File: config.mk
export PLATFORM = sky130hd
export DESIGN_NAME = program_loader
export DESIGN_NICKNAME = d
export VERILOG_FILES = /design/src/rtl/program_loader.sv
export SDC_FILE = /design/constraint.sdc
export NUM_CORES = 1
export LEC_CHECK = 0
export ABC_AREA = 1
export ABC_CLOCK_PERIOD_IN_PS = 3100
export BUFFER_PORTS_ARGS = -buffer_cell sky130_fd_sc_hd__buf_2
export CORE_MARGIN = 5
export CORE_UTILIZATION = 25
export DETAILED_ROUTE_END_ITERATION = 8
export SKIP_CTS_REPAIR_TIMING = 1
export SYNTH_ARGS = -nofsm -noshare
export SYNTH_HDL_FRONTEND = slang
export SYNTH_SLANG_ARGS = --single-unit
File: constraint.sdc
create_clock -name clk -period 3.1 [get_ports clk]
set_input_delay 0.62 -clock clk [delete_from_list [all_inputs] [get_ports clk]]
set_output_delay 0.62 -clock clk [all_outputs]
set_load 0.01 [all_outputs]
File: src/rtl/program_loader.sv
// -----------------------------------------------------------------------------
// program_loader
//
// Receives a byte stream holding a program image and writes it into the
// instruction and data memories. Once the whole image is written, it releases
// the core.
//
// Stream layout (little-endian throughout):
//   ICNT (2 bytes), ICNT x 32-bit instruction words,
//   DCNT (2 bytes), DCNT x 64-bit data words.
// A header count larger than the matching memory size sends the loader to a
// sticky error state. Only reset leaves that state.
//
// Ports:
//   clk          single clock, rising edge
//   arst_n       active-low reset, sampled synchronously on clk
//   start        begin a load session (honoured in IDLE only)
//   in_valid     stream source has a byte
//   in_data      stream byte
//   in_ready     loader can take a byte this cycle
//   addr_ext     instruction-memory byte address
//   wen_ext      instruction-memory write strobe (one cycle per word)
//   wdata_ext    instruction word
//   addr_ext_2   data-memory byte address
//   wen_ext_2    data-memory write strobe (one cycle per word)
//   wdata_ext_2  data word
//   cpu_enable   core enable, high once the image is fully loaded
//   busy         load session in progress
//   error        sticky header-count overflow
// -----------------------------------------------------------------------------
module program_loader #(
   parameter int IMEM_WORDS = 512,
   parameter int DMEM_WORDS = 1024
) (
   input  logic        clk,
   input  logic        arst_n,
   input  logic        start,
   input  logic        in_valid,
   input  logic [7:0]  in_data,
   output logic        in_ready,
   output logic [63:0] addr_ext,
   output logic        wen_ext,
   output logic [31:0] wdata_ext,
   output logic [63:0] addr_ext_2,
   output logic        wen_ext_2,
   output logic [63:0] wdata_ext_2,
   output logic        cpu_enable,
   output logic        busy,
   output logic        error
);

   localparam logic [31:0] IMEM_LIMIT = IMEM_WORDS;
   localparam logic [31:0] DMEM_LIMIT = DMEM_WORDS;

   typedef enum logic [3:0] {
      ST_IDLE   = 4'd0,
      ST_IHDR   = 4'd1,
      ST_IWORD  = 4'd2,
      ST_IWRITE = 4'd3,
      ST_DHDR   = 4'd4,
      ST_DWORD  = 4'd5,
      ST_DWRITE = 4'd6,
      ST_RUN    = 4'd7,
      ST_ERR    = 4'd8
   } state_t;

   state_t        state_r;
   state_t        state_next_s;

   logic [2:0]    byte_cnt_r;     // byte position within header or word
   logic [15:0]   word_cnt_r;     // word index within current section
   logic [7:0]    hdr_lo_r;       // low byte of the header being received
   logic [15:0]   cnt_r;          // word count of the current section

   logic          in_ready_r;
   logic          busy_r;
   logic          cpu_enable_r;
   logic          error_r;
   logic          wen_ext_r;
   logic          wen_ext_2_r;
   logic [63:0]   addr_ext_r;
   logic [31:0]   wdata_ext_r;
   logic [63:0]   addr_ext_2_r;
   logic [63:0]   wdata_ext_2_r;

   logic          accept_s;
   logic [31:0]   hdr_val_s;
   logic          last_word_s;
   logic          state_change_s;

   // in_ready_r is a registered decode of the current state, so it qualifies the transfer directly
   assign accept_s       = in_valid & in_ready_r;
   assign hdr_val_s      = {16'd0, in_data, hdr_lo_r};
   assign last_word_s    = (word_cnt_r == (cnt_r - 16'd1));
   assign state_change_s = (state_next_s != state_r);

   // next-state selection
   always_comb begin
      state_next_s = state_r;
      case (state_r)
         ST_IDLE: begin
            if (start) begin
               state_next_s = ST_IHDR;
            end else begin
               state_next_s = ST_IDLE;
            end
         end
         ST_IHDR: begin
            if (accept_s && (byte_cnt_r == 3'd1)) begin
               if (hdr_val_s > IMEM_LIMIT) begin
                  state_next_s = ST_ERR;
               end else if (hdr_val_s == 32'd0) begin
                  state_next_s = ST_DHDR;
               end else begin
                  state_next_s = ST_IWORD;
               end
            end else begin
               state_next_s = ST_IHDR;
            end
         end
         ST_IWORD: begin
            if (accept_s && (byte_cnt_r == 3'd3)) begin
               state_next_s = ST_IWRITE;
            end else begin
               state_next_s = ST_IWORD;
            end
         end
         ST_IWRITE: begin
            if (last_word_s) begin
               state_next_s = ST_DHDR;
            end else begin
               state_next_s = ST_IWORD;
            end
         end
         ST_DHDR: begin
            if (accept_s && (byte_cnt_r == 3'd1)) begin
               if (hdr_val_s > DMEM_LIMIT) begin
                  state_next_s = ST_ERR;
               end else if (hdr_val_s == 32'd0) begin
                  state_next_s = ST_RUN;
               end else begin
                  state_next_s = ST_DWORD;
               end
            end else begin
               state_next_s = ST_DHDR;
            end
         end
         ST_DWORD: begin
            if (accept_s && (byte_cnt_r == 3'd7)) begin
               state_next_s = ST_DWRITE;
            end else begin
               state_next_s = ST_DWORD;
            end
         end
         ST_DWRITE: begin
            if (last_word_s) begin
               state_next_s = ST_RUN;
            end else begin
               state_next_s = ST_DWORD;
            end
         end
         ST_RUN:  state_next_s = ST_RUN;
         ST_ERR:  state_next_s = ST_ERR;
         default: state_next_s = ST_ERR;
      endcase
   end

   // state register and status outputs, decoded from the next state so they align with it
   always_ff @(posedge clk) begin
      if (!arst_n) begin
         state_r      <= ST_IDLE;
         in_ready_r   <= 1'b0;
         busy_r       <= 1'b0;
         cpu_enable_r <= 1'b0;
         error_r      <= 1'b0;
         wen_ext_r    <= 1'b0;
         wen_ext_2_r  <= 1'b0;
      end else begin
         state_r      <= state_next_s;
         in_ready_r   <= (state_next_s == ST_IHDR)  || (state_next_s == ST_IWORD) ||
                         (state_next_s == ST_DHDR)  || (state_next_s == ST_DWORD);
         busy_r       <= (state_next_s != ST_IDLE)  && (state_next_s != ST_RUN) &&
                         (state_next_s != ST_ERR);
         cpu_enable_r <= (state_next_s == ST_RUN);
         error_r      <= (state_next_s == ST_ERR);
         wen_ext_r    <= (state_next_s == ST_IWRITE);
         wen_ext_2_r  <= (state_next_s == ST_DWRITE);
      end
   end

   // counters, header capture and word assembly
   always_ff @(posedge clk) begin
      if (!arst_n) begin
         byte_cnt_r    <= 3'd0;
         word_cnt_r    <= 16'd0;
         hdr_lo_r      <= 8'd0;
         cnt_r         <= 16'd0;
         addr_ext_r    <= 64'd0;
         wdata_ext_r   <= 32'd0;
         addr_ext_2_r  <= 64'd0;
         wdata_ext_2_r <= 64'd0;
      end else begin
         // byte position restarts on every state entry and never wraps on its own
         if (state_change_s) begin
            byte_cnt_r <= 3'd0;
         end else if (accept_s) begin
            byte_cnt_r <= byte_cnt_r + 3'd1;
         end else begin
            byte_cnt_r <= byte_cnt_r;
         end

         if ((state_r == ST_IHDR) || (state_r == ST_DHDR)) begin
            if (accept_s && (byte_cnt_r == 3'd0)) begin
               hdr_lo_r <= in_data;
            end else if (accept_s && (byte_cnt_r == 3'd1)) begin
               cnt_r <= {in_data, hdr_lo_r};
            end else begin
               hdr_lo_r <= hdr_lo_r;
            end
         end else begin
            hdr_lo_r <= hdr_lo_r;
         end

         // word index restarts when a section header begins, advances once per write
         if (state_change_s &&
             ((state_next_s == ST_IHDR) || (state_next_s == ST_DHDR))) begin
            word_cnt_r <= 16'd0;
         end else if ((state_r == ST_IWRITE) || (state_r == ST_DWRITE)) begin
            word_cnt_r <= word_cnt_r + 16'd1;
         end else begin
            word_cnt_r <= word_cnt_r;
         end

         // bytes land directly in the output word, so the previous word stays
         // visible until the first byte of the next one arrives
         if ((state_r == ST_IWORD) && accept_s) begin
            wdata_ext_r[{byte_cnt_r[1:0], 3'b000} +: 8] <= in_data;
         end else begin
            wdata_ext_r <= wdata_ext_r;
         end

         if ((state_r == ST_DWORD) && accept_s) begin
            wdata_ext_2_r[{byte_cnt_r, 3'b000} +: 8] <= in_data;
         end else begin
            wdata_ext_2_r <= wdata_ext_2_r;
         end

         // address is loaded together with the strobe and held until the next strobe
         if (state_next_s == ST_IWRITE) begin
            addr_ext_r <= {46'd0, word_cnt_r, 2'b00};
         end else begin
            addr_ext_r <= addr_ext_r;
         end

         if (state_next_s == ST_DWRITE) begin
            addr_ext_2_r <= {45'd0, word_cnt_r, 3'b000};
         end else begin
            addr_ext_2_r <= addr_ext_2_r;
         end
      end
   end

   assign in_ready    = in_ready_r;
   assign busy        = busy_r;
   assign cpu_enable  = cpu_enable_r;
   assign error       = error_r;
   assign wen_ext     = wen_ext_r;
   assign wen_ext_2   = wen_ext_2_r;
   assign addr_ext    = addr_ext_r;
   assign wdata_ext   = wdata_ext_r;
   assign addr_ext_2  = addr_ext_2_r;
   assign wdata_ext_2 = wdata_ext_2_r;

endmodule

# After elaboration in Yosys (flattened, before gate mapping)

Index checks and enable logic that the tools add are counted.

Latch bits: 0
Word-level logic and storage cells: 88
Bits of input ports: 12
Flip-flop bits (word level): 181
Output and inout bits: 230
Bits in read-only memories: 0
Bits in writable memories: 0
Memories: 0

Divide/modulo/power cells: 0
Shift operators: 4
Multipliers: 0
Order comparisons: 2
Muxes and demuxes: 14
Bitwise gates (word level): 3
Reduce and logical (&&, ||, !) cells: 23
Add/subtract/negate cells: 5
Equal/unequal tests: 22

Operator list:

| operator               | number |
|---|---|
| $bwmux 64              | 1 |
| $shift 8x8->64 const A | 1 |
| $shiftx 8x8->64        | 1 |
| $bwmux 32              | 1 |
| $eq 4x3->1 const B     | 8 |
| $logic_not 32->1       | 1 |
| $pmux 4 s8             | 1 |
| $shift 8x7->32 const A | 1 |
| $shiftx 8x7->32        | 1 |
| $add 16x1->16 const B  | 1 |
| $eq 16x16->1           | 1 |
| $eq 4x2->1 const B     | 4 |
| $gt 16x10->1 const B   | 1 |
| $gt 16x11->1 const B   | 1 |
| $mux 4                 | 4 |
| $sub 16x1->16 const B  | 1 |
| $logic_and 1x1->1      | 9 |
| $eq 4x1->1 const B     | 2 |
| $neg 6->8              | 1 |
| $neg 5->7              | 1 |
| $logic_or 1x1->1       | 6 |
| $mux 2                 | 3 |
| $mux 3                 | 2 |
| $eq 4x4->1 const B     | 1 |
| 16 further kinds       | 19 |

# Logic depth before layout (Yosys ltp)

Word-level depth: 9
Depth in mapped cells: 22
Mapped depth without buffers: 20

# Least setup slack after synthesis

No wires, ideal clock.

Kind: reg2reg
From: register byte_cnt_r[0]
To: register wdata_ext_2_r[48] (netlist: wdata_ext_2[48])
Buffers on the path: 2
Clock period less this slack: 2644 ps
Stages on the path, launching flop included: 12
Library setup time: 116 ps
Slack: 456 ps
Arrival time: 2528 ps
Cells stage by stage: dfxtp_1 > inv_1 > clkbuf_1 > clkbuf_1 > ha_1 > ha_1 > nor2_1 > inv_1 > nor3_1 > inv_1 > nor2_1 > nor2_1

Cells in the longest elaborated chain, start to end: 3
Elaborated cells between the ends (all ways): 4

Ends and longest elaborated chain:

| item                                              | line | text |
|---|---|---|
| start, declared                                   | 70   | `logic [2:0] byte_cnt_r;` |
| start signal, assigned                            | 207  | `byte_cnt_r <= byte_cnt_r + 3'd1;` |
| start signal, assigned                            | 209  | `byte_cnt_r <= byte_cnt_r;` |
| $neg 6->8 (*)                                     | 243  | `wdata_ext_2_r[{byte_cnt_r, 3'b000} +: 8] <= in_data;` |
| $shiftx 8x8->64 or $shift 8x8->64 (tied branches) | 243  |  |
| $bwmux 64 (*)                                     | 243  |  |
| end signal, assigned by index                     | 243  |  |
| end signal, assigned                              | 245  | `wdata_ext_2_r <= wdata_ext_2_r;` |
| end, declared                                     | 84   | `logic [63:0] wdata_ext_2_r;` |

Every way passes the cells marked *; elsewhere a longest branch is shown, timed or not.
A chain may end at the register's enable or synchronous reset.

# Worst setup path after layout

From: register byte_cnt_r[0]
To: register word_cnt_r[0]

Cells in the longest elaborated chain, start to end: 8
Elaborated cells between the ends (all ways): 17

Ends and longest elaborated chain:

| item                                     | line | text |
|---|---|---|
| $eq 3x3->1 (tied with other cells)       | 149  | `if (accept_s && (byte_cnt_r == 3'd7)) begin` |
| $logic_and 1x1->1 (on tied branches)     | --   |  |
| $mux 2 (tied with other cells)           | 149  |  |
| $pmux 4 s8 (*)                           | 100  | `case (state_r)` |
| $eq 4x1->1 or $eq 4x3->1 (tied branches) | 226  | `((state_next_s == ST_IHDR) \|\| (state_next_s == ST_DHDR))) begin` |
| $logic_or 1x1->1                         | 226  |  |
| $logic_and 1x1->1 (*)                    | 225  | `if (state_change_s &&` |
| $reduce_or 2->1 (no line) (*)            | --   |  |
| end signal, assigned                     | 229  | `word_cnt_r <= word_cnt_r + 16'd1;` |
| end signal, assigned                     | 231  | `word_cnt_r <= word_cnt_r;` |
| end, declared                            | 71   | `logic [15:0] word_cnt_r;` |

Marks and branches as above.

==> out/results.ini <==
[outcome]
outcome = complete, no violations

[worst_setup_path]
cp_max_fo = 16
cp.required_ns = 3.43
arrival_ns = 2.89
r2r-end = word_cnt_r[0]
worst_r2r_path_depth = 15
path_class = flip-flop to flip-flop
endpoint_kind = flip-flop
rr_startpoint = byte_cnt_r[0]
startpoint_type = flip-flop
r2r_setup_slack_ns = 0.54

[die]
chipWidth_um = 196
io_pins = 242
dieArea_um2 = 38500
fp.dieH_um = 196
rows = 68
start_util_pct = 25.2
core-area_um2 = 34400

[place]
place_inst = 1746
place_area_um2 = 9550
hpwl_um = 19200
portBuffers = 145
globalplace.congestion = 0.849

[timing]
relSlewSlack_pct = 30.4
tightest_slew_ns = 1.04
setup_viol_count_final = 0
fin_tns_setup_ns = 0
hold_ws_ns = 0.464
slew_viol_final = 0
hold_viol = 0
period_share_pct = 82.7
fmax_mhz = 390
finalCriticalPeriod_ns = 2.56
rsz0062_at_grt = no
skew_ns = 0.0162

[cts]
htreeDepth = 4
numClockSinks = 181
cts_tree = yes
clock_latency_ns = 0.45
clk_pin_slew_worst_paths_ns = 0.08
numCtsBuffers = 17
root_buffer = clkbuf_16
clk_path_buf_depth = 2

[global_routing]
grt_pass1_vias = 7204
grt_max_degree = 120
antenna_found_initial = 0
overflow = 0
grt_usage_pct = 12.8
grt_pass1_wl_um = 39300

[logic_synthesis]
yosys.area_share.simple_pct = 23.8
netlist_area_um2 = 8660
synth-seq-cells = 181
synth_xor_area_share_pct = 2.63
synthCells = 1171
synthFlopType = dfxtp_1
yosysSeqAreaShare_pct = 41.8
synth_cell_types = 35
synthAdderAreaFrac_pct = 1.59
synth_async_sr_flop_share_pct = 0
synth_compound_area_share_pct = 15.0
syn_avg_cell_area_um2 = 7.40
synth-edff-count = 0
yosysWarnings = 0
synth_top_family_by_area = simple AND/OR/NAND/NOR gates
yosys-mux-area-fraction_pct = 0

[route]
num_vias = 7673
drt-total-wl_um = 25200
ant_nets = 0
wl_per_cell_um = 14.2
viasPerCell = 4.32
first_iter_violations = 424
drc = 0
dr.pass1.iters = 5

[worst_hold_path]
hold_end = wdata_ext[25]
min_path_cells = 2
hold_path.startpoint = wdata_ext[25]
hp-class = flip-flop to flip-flop

[final_layout]
layoutNonFillerInstCount = 1778
syn_to_final_growth_pct = 17.3
final_nets = 1333
drive_above_1_share_pct = 18.4
diodes = 0
stdcell_area_um2 = 10200
post-route-util_pct = 29.6

[power]
max-vdd-ir-drop_uv = 403
leakage_nw = 4.70
p_per_area_nw_per_um2 = 472

[run]
drv_cap = 0

[critical path, cell delays in order, from the launching register on]
cell	delay, ns
dfxtp_1	0.39
buf_4	0.23
ha_1	0.21
nand3_1	0.21
a32oi_1	0.31
nand2_1	0.08
nor2_1	0.09
nand2_1	0.13
inv_2	0.12
nor2_1	0.05
o21ai_1	0.11
inv_1	0.08
nand3_2	0.08
nand2_2	0.07
nand2_4	0.21
nor2_1	0.07
[Yosys cell counts (5+ instances only)]
cell type / n / share of area, %
nand2_1: 153 / 6.6
nand2_2: 9 / 0.65
nand3_1: 46 / 2.7
nor3_1: 23 / 1.3
a211oi_1: 11 / 0.95
dfxtp_1: 181 / 42
ha_1: 11 / 1.6
nand4_1: 16 / 1.2
nor2_2: 18 / 1.3
xor2_1: 15 / 1.5
or3_1: 8 / 0.58
nor4_1: 5 / 0.36
nand3b_1: 6 / 0.52
clkbuf_1: 39 / 1.7
buf_4: 97 / 8.4
inv_1: 99 / 4.3
nor2_4: 5 / 0.65
o21ai_0: 119 / 6.9
inv_2: 5 / 0.22
xnor2_1: 11 / 1.1
a21oi_1: 111 / 6.4
nor2_1: 159 / 6.9
[layer usage]
layer,vias up,wire [µm],track usage [%]
li1,3906,-,-
met2,261,11100,20.2
met1,3481,11200,16.4
met5,-,0,0
met3,25,2450,5.03
met4,0,400,3.23
[cell usage in the layout (no fill, tap or decap), drive strengths merged, types with 2 or more instances in the layout]
cell type / count
clkbuf: 17
o21ai: 121
o211a: 4
inv: 110
nand3: 50
clkinvlp: 2
a21oi: 111
conb: 96
or2: 2
dfxtp: 181
nor4: 6
clkinv: 8
xor2: 15
buf: 165
xnor2: 11
ha: 11
nor3: 25
or3: 8
nand3b: 6
a211oi: 11
nand4: 16
nor2: 182
nand2: 163
[power breakdown]
group | switching (W) | leakage [nW] | internal [W] | total (W)
Clock | 0.00110 | 0.285 | 0.00109 | 0.00219
Sequential | 0.00000877 | 1.46 | 0.00233 | 0.00234
Combinational | 0.000207 | 2.95 | 0.0000502 | 0.000257
Total | 0.00132 | 4.70 | 0.00347 | 0.00479
[cells by family (layout without fill, tap and decap cells)]
logic type | count (synthesis) | in the layout
xor+xnor | 26 | 26
compound gates | 249 | 249
fa+ha+maj | 11 | 11
flops | 181 | 181
other cells | 1 | 96
simple gates | 458 | 458
buf+inv | 245 | 302
[stage by stage]
stage | worst slack (ns) | power [W]
after global routing | 0.196 | 0.00497
after floorplan | 0.456 | 0.00267
after CTS | 0.549 | 0.00483
after detailed placement | 0.444 | 0.00265
final | 0.536 | 0.00479
after global placement | 0.466 | 0.00265
[registers in the layout, summed over array words and instances (netlist names)]
| signal | count |
|---|---|
| addr_ext | 16 |
| addr_ext_2 | 16 |
| busy | 1 |
| byte_cnt_r | 3 |
| cnt_r | 16 |
| cpu_enable | 1 |
| error | 1 |
| hdr_lo_r | 8 |
| in_ready | 1 |
| state_r | 4 |
| wdata_ext | 32 |
| wdata_ext_2 | 64 |
| wen_ext | 1 |
| wen_ext_2 | 1 |
| word_cnt_r | 16 |
[cell type report]
type                    count  area (µm²)
fillers                  3742       24200
multi-input cells         840        4090
flip-flops and latches    181        3620
repair buffers            165         876
well taps                 455         569
clock buffers              17         425
inverters                 105         394
clock inverters            15         179
[how the worst max path moves through the flow]
stage | startpoint | end | depth (start not counted)
2_1_floorplan | byte_cnt_r[0] | wdata_ext_2[48] | 11
3_3_place_gp | in_valid | word_cnt_r[1] | 16
3_5_place_dp | in_valid | word_cnt_r[3] | 16
4_1_cts | byte_cnt_r[0] | word_cnt_r[0] | 15
5_1_grt | cnt_r[0] | word_cnt_r[4] | 19
6_report | byte_cnt_r[0] | word_cnt_r[0] | 15
Note: power is estimated with default switching activity, not from simulation.
